<file path="config.mk">
export PLATFORM = sky130hd
export DESIGN_NAME = sel_decode_ctrl_flat
export DESIGN_NICKNAME = d
export VERILOG_FILES = /design/src/rtl/sel_decode_pkg.sv /design/src/rtl/sel_decode_if.sv /design/src/rtl/sel_onehot_dec.sv /design/src/rtl/sel_decode_ctrl.sv /design/src/flat_wrapper.sv
export SDC_FILE = /design/constraint.sdc
export NUM_CORES = 1
export LEC_CHECK = 0
export BUFFER_PORTS_ARGS = -buffer_cell sky130_fd_sc_hd__buf_2
export CAP_MARGIN = 40
export CORE_MARGIN = 2
export CORE_UTILIZATION = 57
export DETAILED_ROUTE_END_ITERATION = 10
export GPL_TIMING_DRIVEN = 0
export PLACE_DENSITY = 0.92
export SLEW_MARGIN = 20
export SYNTH_ARGS = -nofsm -noshare
export SYNTH_HDL_FRONTEND = slang
export SYNTH_HIERARCHICAL = 1
export SYNTH_SLANG_ARGS = --single-unit
</file>
<file path="constraint.sdc">
create_clock -name i_clk -period 2.6 [get_ports i_clk]
set_input_delay 0.39 -clock i_clk [delete_from_list [all_inputs] [get_ports i_clk]]
set_output_delay 0.39 -clock i_clk [all_outputs]
set_load 0.01 [all_outputs]
</file>
<file path="src/rtl/sel_decode_pkg.sv">
// Shared types and helpers for the sequenced word-select controller.
// CNT_W sizes both the strobe/guard counter and the optional statistics.
package sel_decode_pkg;

   localparam int CNT_W = 8;

   typedef enum logic [1:0] {
      IDLE,
      SEL,
      ERR,
      GUARD
   } state_e;

   // Bits at or above width stay clear, so unpopulated words never fire.
   function automatic logic [255:0] onehot(
      input logic [7:0] adr,
      input int         width
   );
      logic [255:0] r;
      r = '0;
      if (int'(adr) < width) begin
         r[adr] = 1'b1;
      end
      return r;
   endfunction

endpackage

</file>
<file path="src/rtl/sel_decode_if.sv">
// Request/select bundle between bus-side request logic and the controller.
// master drives the request; slave returns select, strobes and status.
interface sel_decode_if #(
   parameter int ADDR_W = 3
) ();

   logic                 i_valid;
   logic                 o_ready;
   logic [ADDR_W-1:0]    i_adr;
   logic                 i_we;
   logic [2**ADDR_W-1:0] o_sel;
   logic                 o_we_strobe;
   logic                 o_re_strobe;
   logic                 o_done;
   logic                 o_err;

   modport master (
      output i_valid,
      output i_adr,
      output i_we,
      input  o_ready,
      input  o_sel,
      input  o_we_strobe,
      input  o_re_strobe,
      input  o_done,
      input  o_err
   );

   modport slave (
      input  i_valid,
      input  i_adr,
      input  i_we,
      output o_ready,
      output o_sel,
      output o_we_strobe,
      output o_re_strobe,
      output o_done,
      output o_err
   );

endinterface

</file>
<file path="src/rtl/sel_onehot_dec.sv">
// Combinational ADDR_W to 2**ADDR_W one-hot decoder with enable.
// Outputs at indices >= DEPTH are masked to zero.
module sel_onehot_dec
   import sel_decode_pkg::*;
#(
   parameter int ADDR_W = 3,
   parameter int DEPTH  = 8
) (
   input  logic                 i_en,
   input  logic [ADDR_W-1:0]    i_adr,
   output logic [2**ADDR_W-1:0] o_sel
);

   localparam int SEL_W = 2**ADDR_W;

   always_comb begin
      o_sel = '0;
      if (i_en) begin
         o_sel = SEL_W'(onehot(8'(i_adr), DEPTH));
      end
   end

endmodule

</file>
<file path="src/rtl/sel_decode_ctrl.sv">
// Sequenced word-select controller: accept, strobe, guard, flag bad address.
// Define SEL_DECODE_CNT_EN to add saturating access/error counters.
module sel_decode_ctrl
   import sel_decode_pkg::*;
#(
   parameter int ADDR_W     = 3,
   parameter int DEPTH      = 8,
   parameter int STROBE_CYC = 2,
   parameter int GUARD_CYC  = 1
) (
   input  logic             i_clk,
   input  logic             i_rst_n,
   sel_decode_if.slave      bus
`ifdef SEL_DECODE_CNT_EN
   ,
   output logic [CNT_W-1:0] o_acc_cnt,
   output logic [CNT_W-1:0] o_err_cnt
`endif
);

   localparam int SEL_W = 2**ADDR_W;
   localparam logic [CNT_W-1:0] STB_LD =
      CNT_W'(STROBE_CYC - 1);
   localparam logic [CNT_W-1:0] GRD_LD =
      CNT_W'((GUARD_CYC > 0) ? GUARD_CYC - 1 : 0);
   localparam state_e POST =
      (GUARD_CYC > 0) ? GUARD : IDLE;

   state_e           state_q;
   state_e           state_d;
   logic [CNT_W-1:0] cnt_q;
   logic [CNT_W-1:0] cnt_d;
   logic [SEL_W-1:0] sel_q;
   logic [SEL_W-1:0] sel_d;
   logic [SEL_W-1:0] dec_sel;
   logic             we_q;
   logic             we_d;
   logic             re_q;
   logic             re_d;
   logic             done_q;
   logic             done_d;
   logic             err_q;
   logic             err_d;
   logic             ready_q;
   logic             ready_d;
   logic             accept;
   logic             in_range;

   assign accept   = bus.i_valid && ready_q;
   assign in_range = int'(bus.i_adr) < DEPTH;

   sel_onehot_dec #(
      .ADDR_W (ADDR_W),
      .DEPTH  (DEPTH)
   ) u_dec (
      .i_en   (accept && in_range),
      .i_adr  (bus.i_adr),
      .o_sel  (dec_sel)
   );

   always_comb begin
      state_d = state_q;
      cnt_d   = cnt_q;
      sel_d   = '0;
      we_d    = 1'b0;
      re_d    = 1'b0;
      done_d  = 1'b0;
      err_d   = 1'b0;
      unique case (state_q)
         IDLE: begin
            if (accept && in_range) begin
               state_d = SEL;
               cnt_d   = STB_LD;
               sel_d   = dec_sel;
               we_d    = bus.i_we;
               re_d    = !bus.i_we;
               done_d  = (STB_LD == '0);
            end else if (accept) begin
               state_d = ERR;
               done_d  = 1'b1;
               err_d   = 1'b1;
            end
         end
         SEL: begin
            if (cnt_q == '0) begin
               state_d = POST;
               cnt_d   = GRD_LD;
            end else begin
               cnt_d  = cnt_q - CNT_W'(1);
               sel_d  = sel_q;
               we_d   = we_q;
               re_d   = re_q;
               done_d = (cnt_q == CNT_W'(1));
            end
         end
         ERR: begin
            state_d = POST;
            cnt_d   = GRD_LD;
         end
         GUARD: begin
            if (cnt_q == '0) begin
               state_d = IDLE;
            end else begin
               cnt_d = cnt_q - CNT_W'(1);
            end
         end
         default: begin
            state_d = IDLE;
         end
      endcase
      // Ready is registered, so it leads the IDLE state by one decision.
      ready_d = (state_d == IDLE);
   end

   always_ff @(posedge i_clk or negedge i_rst_n) begin
      if (!i_rst_n) begin
         state_q <= IDLE;
         cnt_q   <= '0;
         sel_q   <= '0;
         we_q    <= 1'b0;
         re_q    <= 1'b0;
         done_q  <= 1'b0;
         err_q   <= 1'b0;
         ready_q <= 1'b0;
      end else begin
         state_q <= state_d;
         cnt_q   <= cnt_d;
         sel_q   <= sel_d;
         we_q    <= we_d;
         re_q    <= re_d;
         done_q  <= done_d;
         err_q   <= err_d;
         ready_q <= ready_d;
      end
   end

   assign bus.o_ready     = ready_q;
   assign bus.o_sel       = sel_q;
   assign bus.o_we_strobe = we_q;
   assign bus.o_re_strobe = re_q;
   assign bus.o_done      = done_q;
   assign bus.o_err       = err_q;

`ifdef SEL_DECODE_CNT_EN
   logic [CNT_W-1:0] acc_cnt_q;
   logic [CNT_W-1:0] acc_cnt_d;
   logic [CNT_W-1:0] err_cnt_q;
   logic [CNT_W-1:0] err_cnt_d;

   always_comb begin
      acc_cnt_d = acc_cnt_q;
      err_cnt_d = err_cnt_q;
      if (done_d && !err_d && acc_cnt_q != '1) begin
         acc_cnt_d = acc_cnt_q + CNT_W'(1);
      end
      if (err_d && err_cnt_q != '1) begin
         err_cnt_d = err_cnt_q + CNT_W'(1);
      end
   end

   always_ff @(posedge i_clk or negedge i_rst_n) begin
      if (!i_rst_n) begin
         acc_cnt_q <= '0;
         err_cnt_q <= '0;
      end else begin
         acc_cnt_q <= acc_cnt_d;
         err_cnt_q <= err_cnt_d;
      end
   end

   assign o_acc_cnt = acc_cnt_q;
   assign o_err_cnt = err_cnt_q;
`endif

   a_sel_onehot0: assert property (
      @(posedge i_clk) disable iff (!i_rst_n)
      $onehot0(sel_q));

   a_strobe_excl: assert property (
      @(posedge i_clk) disable iff (!i_rst_n)
      !(we_q && re_q));

   a_err_done: assert property (
      @(posedge i_clk) disable iff (!i_rst_n)
      err_q |-> done_q);

endmodule

</file>
<file path="src/flat_wrapper.sv">
// flat-port wrapper written by rule: the top's interface ports become plain ports
module sel_decode_ctrl_flat import sel_decode_pkg::*;
#(
   parameter int ADDR_W     = 3,
   parameter int DEPTH      = 8,
   parameter int STROBE_CYC = 2,
   parameter int GUARD_CYC  = 1
)
  (i_clk, i_rst_n, bus_i_valid, bus_i_adr, bus_i_we, bus_o_ready, bus_o_sel, bus_o_we_strobe, bus_o_re_strobe, bus_o_done, bus_o_err);
  sel_decode_if #(.ADDR_W(ADDR_W)) bus_i ();
  input  logic i_clk;
  input  logic i_rst_n;
  input wire logic [$bits(bus_i.i_valid)-1:0] bus_i_valid;
  input wire logic [$bits(bus_i.i_adr)-1:0] bus_i_adr;
  input wire logic [$bits(bus_i.i_we)-1:0] bus_i_we;
  output wire logic [$bits(bus_i.o_ready)-1:0] bus_o_ready;
  output wire logic [$bits(bus_i.o_sel)-1:0] bus_o_sel;
  output wire logic [$bits(bus_i.o_we_strobe)-1:0] bus_o_we_strobe;
  output wire logic [$bits(bus_i.o_re_strobe)-1:0] bus_o_re_strobe;
  output wire logic [$bits(bus_i.o_done)-1:0] bus_o_done;
  output wire logic [$bits(bus_i.o_err)-1:0] bus_o_err;
  assign bus_i.i_valid = bus_i_valid;
  assign bus_i.i_adr = bus_i_adr;
  assign bus_i.i_we = bus_i_we;
  assign bus_o_ready = bus_i.o_ready;
  assign bus_o_sel = bus_i.o_sel;
  assign bus_o_we_strobe = bus_i.o_we_strobe;
  assign bus_o_re_strobe = bus_i.o_re_strobe;
  assign bus_o_done = bus_i.o_done;
  assign bus_o_err = bus_i.o_err;
  sel_decode_ctrl #(.ADDR_W(ADDR_W), .DEPTH(DEPTH), .STROBE_CYC(STROBE_CYC), .GUARD_CYC(GUARD_CYC)) u_core (.i_clk(i_clk), .i_rst_n(i_rst_n), .bus(bus_i));
endmodule
</file>
### Word level (Yosys, flattened, before mapping)

Cells that the tools add are included.

* memory bits (writable): 0
* flip-flop bits (word level): 22
* bits in latches: 0
* bits in read-only memories: 0
* memories kept: 0
* logic and storage cells: 44

* $lt $le $gt $ge: 2
* div/mod/pow operators: 0
* add/sub/neg operators: 1
* equal/unequal tests: 7
* bitwise gates (word level): 0
* shifts and indexed selects: 0
* reduce and logical (&&, ||, !) cells: 7
* multiply operators: 0
* muxes and demuxes: 20

Operators by type and width (count)
* 8-bit two-way mux: 5
* 8-bit case mux with 4 select lines: 1
* 8-bit case mux with 2 select lines: 1
* 3-bit by 9-bit < comparator with 1-bit output (second input constant): 1
* 8-bit by 1-bit equality test with 1-bit output (second input constant): 1
* 8-bit logical NOT: 1
* 2-bit case mux with 4 select lines: 1
* 8-bit by 1-bit subtractor with 8-bit output (second input constant): 1
* 1-bit two-way mux: 6
* 2-bit two-way mux: 3
* 2-bit equality test (second input constant): 2
* 2-bit logical NOT: 2
* 2-bit by 1-bit inequality test with 1-bit output (second input constant): 2
* 1-bit case mux with 2 select lines: 2
* 1-bit demux with 3-bit select: 1
* 3-bit by 1-bit >= comparator with 1-bit output (second input constant): 1
* 2-bit by 1-bit equality test with 1-bit output (second input constant): 1
* 1-bit logical AND: 2
* 2-bit inequality test (second input constant): 1
* 2-bit AND reduction: 1
* 1-bit logical NOT: 1

### Logic depth before layout (Yosys ltp)

* depth after elaboration: 6
* gate-level depth with buffers: 6

### Cells and area by module

The synthesis kept the hierarchy.

By module, submodules not included
* sel_decode_ctrl: area an instance 1008.5 sq um, cells an instance 85, instances 1, sequential area each 550.5 sq um
* sel_onehot_dec: area an instance 96.3 sq um, cells an instance 8, instances 1, sequential area each 0.0 sq um

### Least setup slack after synthesis

OpenSTA, ideal clock, no wires.

* kind: register -> register
* start: reg u_core.cnt_q[1]
* end: reg u_core.cnt_q[7]
* cell stages (with the launch flop): 5
* path slack: 1.048 ns
* path buffers: 0
* data arrival time: 1.430 ns
* cell sequence: dfrtp_1 > or4_4 > nand3b_4 > a21bo_1 > o22a_1

* longest elaborated chain between the ends: 3

RTL lines
* start: declaration: RTL line sel_decode_ctrl.sv:31 `logic [CNT_W-1:0] cnt_q;`
* start signal: assignment: RTL line sel_decode_ctrl.sv:127 `cnt_q <= cnt_d;`
* 8-bit by 1-bit subtractor with 8-bit output / 8-bit logical NOT (equally long branches)
* 8-bit two-way mux, or another cell as far along: RTL line sel_decode_ctrl.sv:101 `if (cnt_q == '0) begin`
* 8-bit case mux with 4 select lines / 2-bit AND reduction (equally long branches)

Several ways; a longest one is shown, not always the timed one. The select of a mux whose other input is x is not followed.
A chain may end at the register's enable or synchronous reset.

### Final worst setup path

* start: reg u_core.cnt_q[4]
* end: reg u_core.sel_q[1] (netlist: u_core/bus.o_sel[1])

* longest elaborated chain between the ends: 2

RTL lines
* 8-bit logical NOT: RTL line sel_decode_ctrl.sv:85 `if (cnt_q == '0) begin`
* 2-bit by 1-bit inequality test with 1-bit output (no source line)
* end signal: assignment: RTL line sel_decode_ctrl.sv:128 `sel_q <= sel_d;`
* end: declaration: RTL line sel_decode_ctrl.sv:33 `logic [SEL_W-1:0] sel_q;`

Every way passes these cells.

==> flow_summary.json <==
{
  "core_area_um2": 1783,
  "drt_iter0_drc": 13,
  "finClkSkew_ns": 0.001259,
  "syn_nets": 103,
  "worstPathArrival_ns": 1.87,
  "drive_gt1_frac": 0.3158,
  "vias": 820,
  "p_leak_nw": 0.6347,
  "fin_hold_ws_ns": 0.02891,
  "final-max-slew-violation-count": 0,
  "gp_congestion": 0.8183,
  "via_per_inst": 5.899,
  "final_util": 0.7004,
  "synth_seq_area_share": 0.4983,
  "setup_viol": 0,
  "grt_max_degree": 23,
  "post_dp_cell_area_um2": 1226,
  "htree_num_levels": 1,
  "hold_class": "input pin to asynchronous set/reset pin",
  "tritoncts": "yes",
  "track_usage": 0.2126,
  "overflow": 0,
  "synthesis.instances": 93,
  "die_h_um": 48.03,
  "cap_violations": 0,
  "post_cts_buffers": 0,
  "synth_area_um2": 1105,
  "r2r_setup_slack_ns": 0.92,
  "regToRegEndpoint": "u_core/bus.o_sel[1]",
  "worstSkewPairLatency_ns": 0.29,
  "start_util": 0.6196,
  "multi_input_area_um2": 501.7,
  "path_class": "flip-flop to flip-flop",
  "grt_pass1_vias": 741,
  "final_common_cell": "dfrtp_1",
  "yosysWarnings": 6,
  "synth_cell_types": 33,
  "numClockSinks": 22,
  "dp_slack_ns": 0.9384,
  "fin_ws_ns": 0.9220,
  "critPathLaunchType": "flip-flop",
  "design_area_um2": 1249,
  "fillers": 131,
  "fmax_mhz": 595.9,
  "port_buffers": 18,
  "insertedDiodeCount": 0,
  "finalSetupTns_ns": 0,
  "clock_path_buffers": 2,
  "finalHoldViolations": 0,
  "critPathRequiredTime_ns": 2.79,
  "num_rows": 15,
  "reg2reg_depth": 5,
  "cts_hold_buffers": 0,
  "cts_root_buf": "clkbuf_4",
  "nets": 126,
  "peakVddDrop_v": 0.0005778,
  "rsz0062_at_grt": "false",
  "dp.final_hpwl_um": 1625,
  "min_period_ns": 1.678,
  "dieWidth_um": 48.03,
  "cts_buffers": 3,
  "finalNonFillerCells": 139,
  "post-route-period-util": 0.6454,
  "synth_seq_cells": 22,
  "regArea_um2": 550.5,
  "mostFrequentLayoutCells": "dfrtp_1, buf_2, a22o_1",
  "ant_nets": 0,
  "r2r_start": "u_core/cnt_q[4]",
  "dp_cells": 136,
  "cts-resized-gates": 0,
  "finalPower_mw": 1.038,
  "avgRoutedWirePerCell_um": 15.44,
  "syn_area_per_cell_um2": 11.88,
  "drc": 0,
  "power_density_nw_per_um2": 831.4,
  "end_kind": "flip-flop",
  "clk_pin_slew_ns": 0.11,
  "antenna_found_initial": 0,
  "firstDrtPassIters": 4,
  "grt_pass1_wl_um": 3360,
  "cp_max_fo": 10,
  "pin_count": 20,
  "area_growth_syn_to_layout_pct": 13.02,
  "drt_wl_total_um": 2146,
  "status": "finished clean",
  "dieArea_um2": 2306
}
==> Yosys cell counts (all sizes together) <==
cell type	n	area (µm²)
o21ai	3	18.77
nand3b	1	20.02
nand2b	1	6.260
a21bo	1	10.01
nor4b	1	15.01
xnor2	2	17.52
dfrtp	22	550.5
a21oi	1	5.000
conb	1	3.750
inv	8	30.03
nor4	1	21.27
a22o	11	96.34
nand3	2	10.01
or4	1	11.26
o22ai	1	6.260
a211o	1	8.760
buf	2	18.77
a31o	1	17.52
nand2	3	11.26
o22a	1	8.760
clkbuf	1	3.750
o2bb2ai	2	17.52
and4bb	3	37.54
nand4	1	6.260
nor2	6	22.52
and4b	3	33.78
and4	2	18.77
ha	3	37.54
a31oi	4	25.02
nor3	3	15.01
==> report_power, final <==
part           internal, mW  switching, mW  total (mW)
Combinational         0.166          0.212       0.378
Clock                0.0540         0.0911       0.145
Sequential            0.418         0.0978       0.516
==> layout make-up <==
type,count,share of cell area
buffer,3,0.01804
multi-input combinational,60,0.4018
tap,25,0.02505
inverter,8,0.02405
timing repair buffer,18,0.07214
sequential,22,0.4409
clock buffer,3,0.01804
==> cells by family after synthesis <==
group	count (synthesis)	synth area share
AOI/OAI and AO/OA	26	0.1937
xor gates and xnor gates	2	0.01586
adders and majority gates	3	0.03398
buffers and inverters	11	0.04756
DFF	22	0.4983
other	1	0.003394
and+or+nand+nor	28	0.2072
==> worst max path at each step <==
stage                                from                  end  slack, ns  depth (start not counted)
after detailed placement  u_core/cnt_q[4]  u_core/bus.o_sel[6]       0.94                          5
after global routing      u_core/cnt_q[4]  u_core/bus.o_sel[2]       0.82                          5
final                     u_core/cnt_q[4]  u_core/bus.o_sel[1]       0.92                          5
after CTS                 u_core/cnt_q[4]  u_core/bus.o_sel[6]       0.92                          5
after global placement    u_core/cnt_q[4]  u_core/bus.o_sel[1]       0.97                          5
after floorplan           u_core/cnt_q[1]      u_core/cnt_q[7]       1.05                          4
==> layer usage <==
metal / GRT usage / part of all wire / routed length [µm] / up-vias
met2: 0.3387 / 0.49 / 1056 / 29
met4: 0.04865 / 0.0051 / 11 / 0
li1: - / - / - / 399
met3: 0.06792 / 0.056 / 120 / 2
met1: 0.2830 / 0.45 / 957 / 390
met5: 0 / 0 / 0 / -
==> state kept, by name, summed over array words and instances (netlist names) <==
| register | cells |
|---|---|
| u_core/state_q | 2 |
| u_core/bus.o_done | 1 |
| u_core/bus.o_we_strobe | 1 |
| u_core/bus.o_ready | 1 |
| u_core/bus.o_re_strobe | 1 |
| u_core/cnt_q | 8 |
| u_core/bus.o_sel | 8 |
==> worst max-delay path, stage by stage, from the launching register on <==
cell and delay, ns:
dfrtp_1 0.47, nor4_4 0.40, a31o_4 0.26, nor2_1 0.07
buf_6 0.14, a22o_1 0.23
Power figures use the tool's default switching activity.
